<file path="config.mk">
export PLATFORM = sky130hd
export DESIGN_NAME = score_counter
export DESIGN_NICKNAME = d
export VERILOG_FILES = /design/src/rtl/score_counter.sv
export SDC_FILE = /design/constraint.sdc
export NUM_CORES = 1
export LEC_CHECK = 0
export CAP_MARGIN = 15
export CORE_MARGIN = 1.5
export CORE_UTILIZATION = 31
export DETAILED_ROUTE_END_ITERATION = 10
export PLACE_DENSITY = 0.62
export REMOVE_ABC_BUFFERS = 1
export SLEW_MARGIN = 20
export SYNTH_ARGS = -nofsm -noshare
export SYNTH_HDL_FRONTEND = slang
export SYNTH_SLANG_ARGS = --single-unit
</file>
<file path="constraint.sdc">
create_clock -name clk -period 1.6 [get_ports clk]
set_input_delay 0.32 -clock clk [delete_from_list [all_inputs] [get_ports clk]]
set_output_delay 0.32 -clock clk [all_outputs]
set_load 0.02 [all_outputs]
</file>
<file path="src/rtl/score_counter.sv">
// Four-digit BCD up-counter with carry pulses and saturation at 9999; latency 1 cycle from inc to digits.
// No backpressure: one inc per clock is accepted unless held, cleared or saturated (extra incs at 9999 only pulse sat).
module score_counter (
    input  logic        clk,
    input  logic        rst,
    input  logic        clear,
    input  logic        hold,
    input  logic        inc,
    output logic [15:0] digits,
    output logic [2:0]  carry,
    output logic        full,
    output logic        sat
);

    logic [3:0][3:0] cur;
    logic [3:0][3:0] nxt;
    logic [3:0]      wrap;
    logic            nxt_full;

    assign cur = digits;

    // A digit wraps only when it and every lower digit sit at 9, so the whole
    // ripple resolves in one cycle and 0999 -> 1000 lands on a single edge.
    always_comb begin
        wrap = '0;
        nxt  = cur;
        for (int k = 0; k < 4; k++) begin
            if (k == 0) begin
                wrap[k] = (cur[k] == 4'd9);
                nxt[k]  = wrap[k] ? 4'd0 : cur[k] + 4'd1;
            end else if (wrap[k-1]) begin
                wrap[k] = (cur[k] == 4'd9);
                nxt[k]  = wrap[k] ? 4'd0 : cur[k] + 4'd1;
            end
        end
    end

    assign nxt_full = (nxt == 16'h9999);

    always_ff @(posedge clk) begin
        if (!rst) begin
            digits <= 16'h0000;
            carry  <= 3'b000;
            full   <= 1'b0;
            sat    <= 1'b0;
        end else if (clear) begin
            digits <= 16'h0000;
            carry  <= 3'b000;
            full   <= 1'b0;
            sat    <= 1'b0;
        end else if (hold || !inc) begin
            carry  <= 3'b000;
            sat    <= 1'b0;
        end else if (full) begin
            // Saturated: the count never wraps back to 0000.
            carry  <= 3'b000;
            sat    <= 1'b1;
        end else begin
            digits <= nxt;
            carry  <= wrap[2:0];
            full   <= nxt_full;
            sat    <= 1'b0;
        end
    end

endmodule
</file>
==> reports/results.ini, run 1 <==
[critical_path]
path_buf_inv=1
crit_chain=clkdlybuf4s50_1
critPathArrivalTime_ps=1230
crit_family=buffers and inverters
endpoint_kind=output port
cp_slowest_stage_delay_ps=600
cp-start-kind=register
required_ps=1280
worstSetupPathType=reg2out
path_max_fanout=1
crit_path_top_delay_cell=clkdlybuf4s50_1

[finish]
syn2layout_area_growth_pct=44.2
nets=161
drive_above_1_share_pct=19.4
final-seq-area_um2=427
fin_area_um2=1440
diodes=0
multi_input_area_um2=562
nFillCells=315
fin_util_pct=47.2

[timing]
rsz0062_at_grt=true
worstMarginPinSlew_ps=419
clock.fmax_mhz=644
hold_slack_ps=487
drv_slew=0
finalSetupViolCount=0
hold_viol=0
finalClockSkew_ps=2.66
relSlewSlack_pct=71.3
min_period_over_period_pct=97.1
fin_crit_ps=1550

[yosys]
synth_area_um2=1000
synth_enable_flop_cells=0
synth.distinct_cells=32
synthArstFlopShare_pct=0
synth_area_leaders=dfxtp_1 (42%), a21oi_1 (5.0%), nor2b_1 (5.0%), nor2_1 (3.8%), o21ai_0 (3.5%)
synth_ff_type=dfxtp_1
yosys.area.top_type=dfxtp_1
synth_seq_area_share_pct=42.1
syn_avg_cell_area_um2=8.69
synth_seq_cells=21
syn_inst=115
synth.yosys.warnings=0
netlist.area_leader.share_pct=42.1

[detailed_routing]
vias=995
drt_pass1_iterations=4
wirelength_mm=2.46
wire_per_inst_um=12.4
drcViolationCount=0
via_per_inst=5.00
ant_nets=0
drt_iter0_markers=22

[die]
num_rows=20
die_area_um2=3570
die_x_um=59.8
start_util_pct=32.7
die_h_um=59.8
boundaryPins=26
core_region_area_um2=3050

[power_and_ir_drop]
irDropWorstVdd_uv=199
leakage_uw=0.000628
power_density_nw_per_um2=582

[run_status]
status=finished, final reports clean

[global_routing]
grt_pass1_vias=982
grt-ovfl-total=0
track_usage_pct=15.7
grt_pass1_wl_mm=4.31
grt_antenna_before_repair=0
grt_start_max_net_pins=14

[cts]
cts_max_path_buffers=2
clockRootBuffer=clkbuf_4
cts_hold_buf=0
clk_pin_slew_ps=120
worstSkewPairLatency_ps=310
cts.sinks=21
cts_buffers=3
tritoncts=yes
htreeDepth=1

[placement]
dp_hpwl_mm=1.82
place_congestion=0.774
io_buffers=25
dpl_cell_area_um2=1390

[hold_path]
min_path_type=in2reg

[job]
maxCapViolations=0

[power by group]
part	internal, uW	leakage (uW)	switching (uW)	total (uW)
registers	524	0.000172	0.609	524
logic	26.7	0.000441	23.3	50.0
clock network	97.5	0.0000150	167	265
[Yosys cell counts (3+ instances only)]
cell,number
nand2_1,5
inv_1,5
or3_1,4
xor2_1,3
a21oi_1,10
nor2_1,10
nor2b_1,8
o21ai_0,7
mux2i_1,3
dfxtp_1,21
nor3_1,3
nand3_1,6
nand4_1,4
[flip-flops by register name, summed over array words and instances (netlist names)]
signal  cells
carry       3
digits     16
sat         1
full        1
[final timing paths]
check / end / cells past startpoint / start / slack (ps)
min: carry[0]$_SDFF_PP0_ / 3 / inc / 490
max reg2reg: digits[13]$_SDFFE_PP0P_ / 4 / digits[10]$_SDFFE_PP0P_ / 100
max: carry[0] / 1 / carry[0]$_SDFF_PP0_ / 50
min reg2reg: digits[13]$_SDFFE_PP0P_ / 2 / digits[13]$_SDFFE_PP0P_ / 530
[kinds of logic after synthesis]
| logic type | after synthesis | synth area share (%) |
|---|---|---|
| AOI/OAI and AO/OA | 22 | 12.6 |
| xor gates and xnor gates | 5 | 4.38 |
| buffers and inverters | 9 | 3.88 |
| DFF | 21 | 42.1 |
| muxes | 3 | 3.00 |
| and+or+nand+nor | 55 | 34.0 |
[metrics by stage]
| step | setup TNS (ps) | cells | setup slack, ps | power [uW] |
|---|---|---|---|---|
| after floorplan | -22.4 | 111 | -22.4 | 555 |
| after global placement | -2940 | 194 | -288 | 584 |
| after detailed placement | -3310 | 194 | -343 | 584 |
| after CTS | 0 | 198 | 20.1 | 844 |
| after global routing | -13.8 | 199 | -13.8 | 880 |
| final | 0 | 199 | 46.7 | 839 |
[layout by cell type (no fill, tap or decap), drive strengths merged, types with 2 or more instances in the layout]
| master | Yosys | routed |
|---|---|---|
| nor3 | 3 | 3 |
| dlymetal6s2s | 0 | 3 |
| mux2i | 3 | 3 |
| o21ai | 7 | 7 |
| nand2 | 5 | 5 |
| nor2 | 10 | 10 |
| dlygate4sd2 | 0 | 17 |
| a21oi | 10 | 10 |
| nand2b | 2 | 2 |
| or3 | 4 | 4 |
| buf | 1 | 15 |
| or4 | 2 | 2 |
| xor2 | 3 | 3 |
| and3 | 2 | 2 |
| nand4 | 4 | 4 |
| nor2b | 8 | 8 |
| clkdlybuf4s50 | 0 | 5 |
| xnor2 | 2 | 2 |
| inv | 5 | 5 |
| nand3 | 6 | 6 |
| clkbuf | 3 | 4 |
| and4bb | 3 | 3 |
| dfxtp | 21 | 21 |
| nor3b | 3 | 3 |
[repair_timing]
| item | CTS | global route |
|---|---|---|
| pin swaps | 2 | 2 |
| setup endpoints to repair | 19 | 7 |
| setup buffers | 0 | 1 |
| resized for setup | 18 | 14 |
[final cells by class]
class,instances,share of cell area (%)
well taps,44,3.82
multi-input cells,85,39.0
clock buffers,4,1.82
repair buffers,40,24.5
flip-flops and latches,21,29.6
inverters,5,1.30
[metal layers]
layer  part of all wire (%)  global-route usage, %  up-vias
met5                      0                      0        -
met4                    1.6                   6.35        0
met1                     49                   21.0      469
met2                     45                   24.7       24
li1                       -                      -      497
met3                    4.7                   3.03        5
Note: power is estimated with default switching activity, not from simulation.
==> inputs of run 2 (changes only) <==
--- a/config.mk
+++ b/config.mk
@@ -7,9 +7,10 @@
 export LEC_CHECK = 0
 export CAP_MARGIN = 15
 export CORE_MARGIN = 1.5
-export CORE_UTILIZATION = 31
+export CORE_UTILIZATION = 29
 export DETAILED_ROUTE_END_ITERATION = 10
-export PLACE_DENSITY = 0.62
+export HOLD_SLACK_MARGIN = 0.05
+export PLACE_DENSITY = 0.59
 export REMOVE_ABC_BUFFERS = 1
 export SLEW_MARGIN = 20
 export SYNTH_ARGS = -nofsm -noshare
==> run 2 against run 1 <==
- register-to-register slack improved by 20 ps
- clock skew increased by 4.2 ps
- critical path depth unchanged
- fmax increased by 0.92%
- critical endpoint unchanged
- highest routed layer unchanged
- core utilization decreased by 3.6 points
==> reports/results.ini, run 2 (same netlist as run 1, synthesis figures left out) <==
[timing]
finalClockSkew_ps=6.87  ; +4.20 ps
finalSetupViolCount=0  ; unchanged
min_period_over_period_pct=96.2  ; -0.89 points
worstMarginPinSlew_ps=351  ; -67.9 ps
clock.fmax_mhz=650  ; +0.92%
hold_viol=0  ; unchanged
fin_crit_ps=1540  ; -14.2 ps
hold_slack_ps=522  ; +34.6 ps
relSlewSlack_pct=76.0  ; +4.6 points
drv_slew=0  ; unchanged

[placement]
dpl_cell_area_um2=1410  ; +1.3%
place_congestion=0.790  ; +2.0%
io_buffers=25  ; unchanged
dp_hpwl_mm=1.83  ; +0.88%

[global_routing]
use_met3_pct=3.93  ; +0.90 points
track_usage_pct=13.6  ; -2.1 points
top_usage_layer=met2
grt_pass1_vias=846  ; -14%
globalRouteMet1Util_pct=19.2  ; -1.8 points
grt-ovfl-total=0  ; unchanged
use_met2_pct=20.8  ; -3.9 points
grt_start_max_net_pins=13  ; -1
grt_antenna_before_repair=0  ; unchanged
grt_pass1_wl_mm=3.87  ; -10%

[die]
die_x_um=61.7  ; +3.2%
start_util_pct=30.2  ; -2.5 points
die_area_um2=3810  ; +6.6%
die_h_um=61.7  ; +3.2%
boundaryPins=26  ; unchanged
core_region_area_um2=3310  ; +8.4%
num_rows=21  ; +5.0%

[detailed_routing]
drt_pass1_iterations=4  ; unchanged
wirelength_mm=2.50  ; +1.3%
drt_iter0_markers=39  ; +77%
drcViolationCount=0  ; unchanged
wire_per_inst_um=12.2  ; -1.1%
ant_nets=0  ; unchanged
vias=990  ; -0.50%
via_per_inst=4.85  ; -2.9%

[critical_path]
path_max_fanout=1  ; unchanged
crit_path_top_delay_cell=clkdlybuf4s50_1
crit_family=buffers and inverters
cp_slowest_stage_delay_ps=590  ; about the same
worstSetupPathType=reg2out
critPathArrivalTime_ps=1220  ; about the same
endpoint_kind=output port
cp-start-kind=register
required_ps=1280  ; about the same
path_buf_inv=1  ; unchanged
crit_chain=clkdlybuf4s50_1

[power_and_ir_drop]
power_density_nw_per_um2=582  ; about the same
leakage_uw=0.000643  ; +2.5%
p_total_uw=841  ; +0.20%
irDropWorstVdd_uv=548  ; +180%

[finish]
largest_register_ffs=16  ; unchanged
largest_registers=digits x16, carry x3
max_flop_register=digits
diodes=0  ; unchanged
nets=164  ; +1.9%
syn2layout_area_growth_pct=44.6
layout_commonest_cell=dfxtp_1
final_cell_mix=dfxtp_1 (19), buf_4 (18), dlygate4sd2_1 (17), a21oi_1 (10), nor2_1 (10)
drive_above_1_share_pct=18.4  ; -1.0 points
fin_area_um2=1450  ; +0.26%

[cts]
tritoncts=yes
htreeDepth=1  ; unchanged
cts_buffers=3  ; unchanged
clk_pin_slew_ps=120  ; about the same
clockRootBuffer=clkbuf_4
worstSkewPairLatency_ps=310  ; about the same
cts.sinks=21  ; unchanged
cts_max_path_buffers=2  ; unchanged

[run_status]
status=finished, final reports clean

[hold_path]
min_path_type=reg2reg

[job]
maxCapViolations=0  ; unchanged

-- run 2: changes by cell type in the layout (fill, tap and decap cells not counted), sizes merged --
cell and delta:
buf +3, clkbuf -1, clkinv +1
-- run 2: area by class of cell --
class                      instances  area (um2)
clock inverter                     1        5.00
inverter                           5        18.8
fill                             359        1870
multi-input combinational         85         547
clock buffer                       3        22.5
timing repair buffer              43         372
sequential                        21         423
tap                               46        57.6
-- run 2: worst paths after layout --
path                      startpoint                       to  slack (ps)  depth (start not counted)
max              carry[0]$_SDFF_PP0_                 carry[0]          60                          1
min          digits[13]$_SDFFE_PP0P_  digits[13]$_SDFFE_PP0P_         520                          2
max reg2reg   digits[5]$_SDFFE_PP0P_  digits[10]$_SDFFE_PP0P_         120                          4
min reg2reg  digits[13]$_SDFFE_PP0P_  digits[13]$_SDFFE_PP0P_         520                          2
-- run 2: report_power, final --
| part | internal (uW) | switching, uW | total, uW |
|---|---|---|---|
| Sequential | 524 | 0.520 | 524 |
| Combinational | 30.4 | 25.4 | 55.8 |
| Clock | 93.3 | 167 | 261 |
-- run 2: metal layers --
layer	part of all wire [%]	routed length, um	up-vias
met1	50	1240	458
met3	5.3	133	2
met5	0	0	-
li1	-	-	501
met4	0.56	14	0
met2	44	1110	29
-- run 2: worst reg2reg max path, stage by stage, from the launching register on --
cell and delay [ps]:
dfxtp_1 400, and4bb_2 350, nand3_1 100, or4_1 420, a21oi_1 150
-- run 2: repair_timing --
item                                    4_1_cts  5_1_grt
pin swaps                                     0        1
endpoints found under the hold margin         0        0
endpoints found under the setup margin       17        7
gates resized for setup                      18        7
buffers inserted                              0        2
hold buffers                                  0        0
-- run 2: through the flow --
stage	setup slack [ps]	std cells	util, %	setup TNS, ps
finish	60.9	204	43.7	0
global route	-8.32	204	43.7	-8.32
CTS	34.6	202	42.7	0
detailed placement	-278	198	42.5	-3120
global placement	-237	198	42.5	-2520
floorplan	-22.4	111	-	-22.4
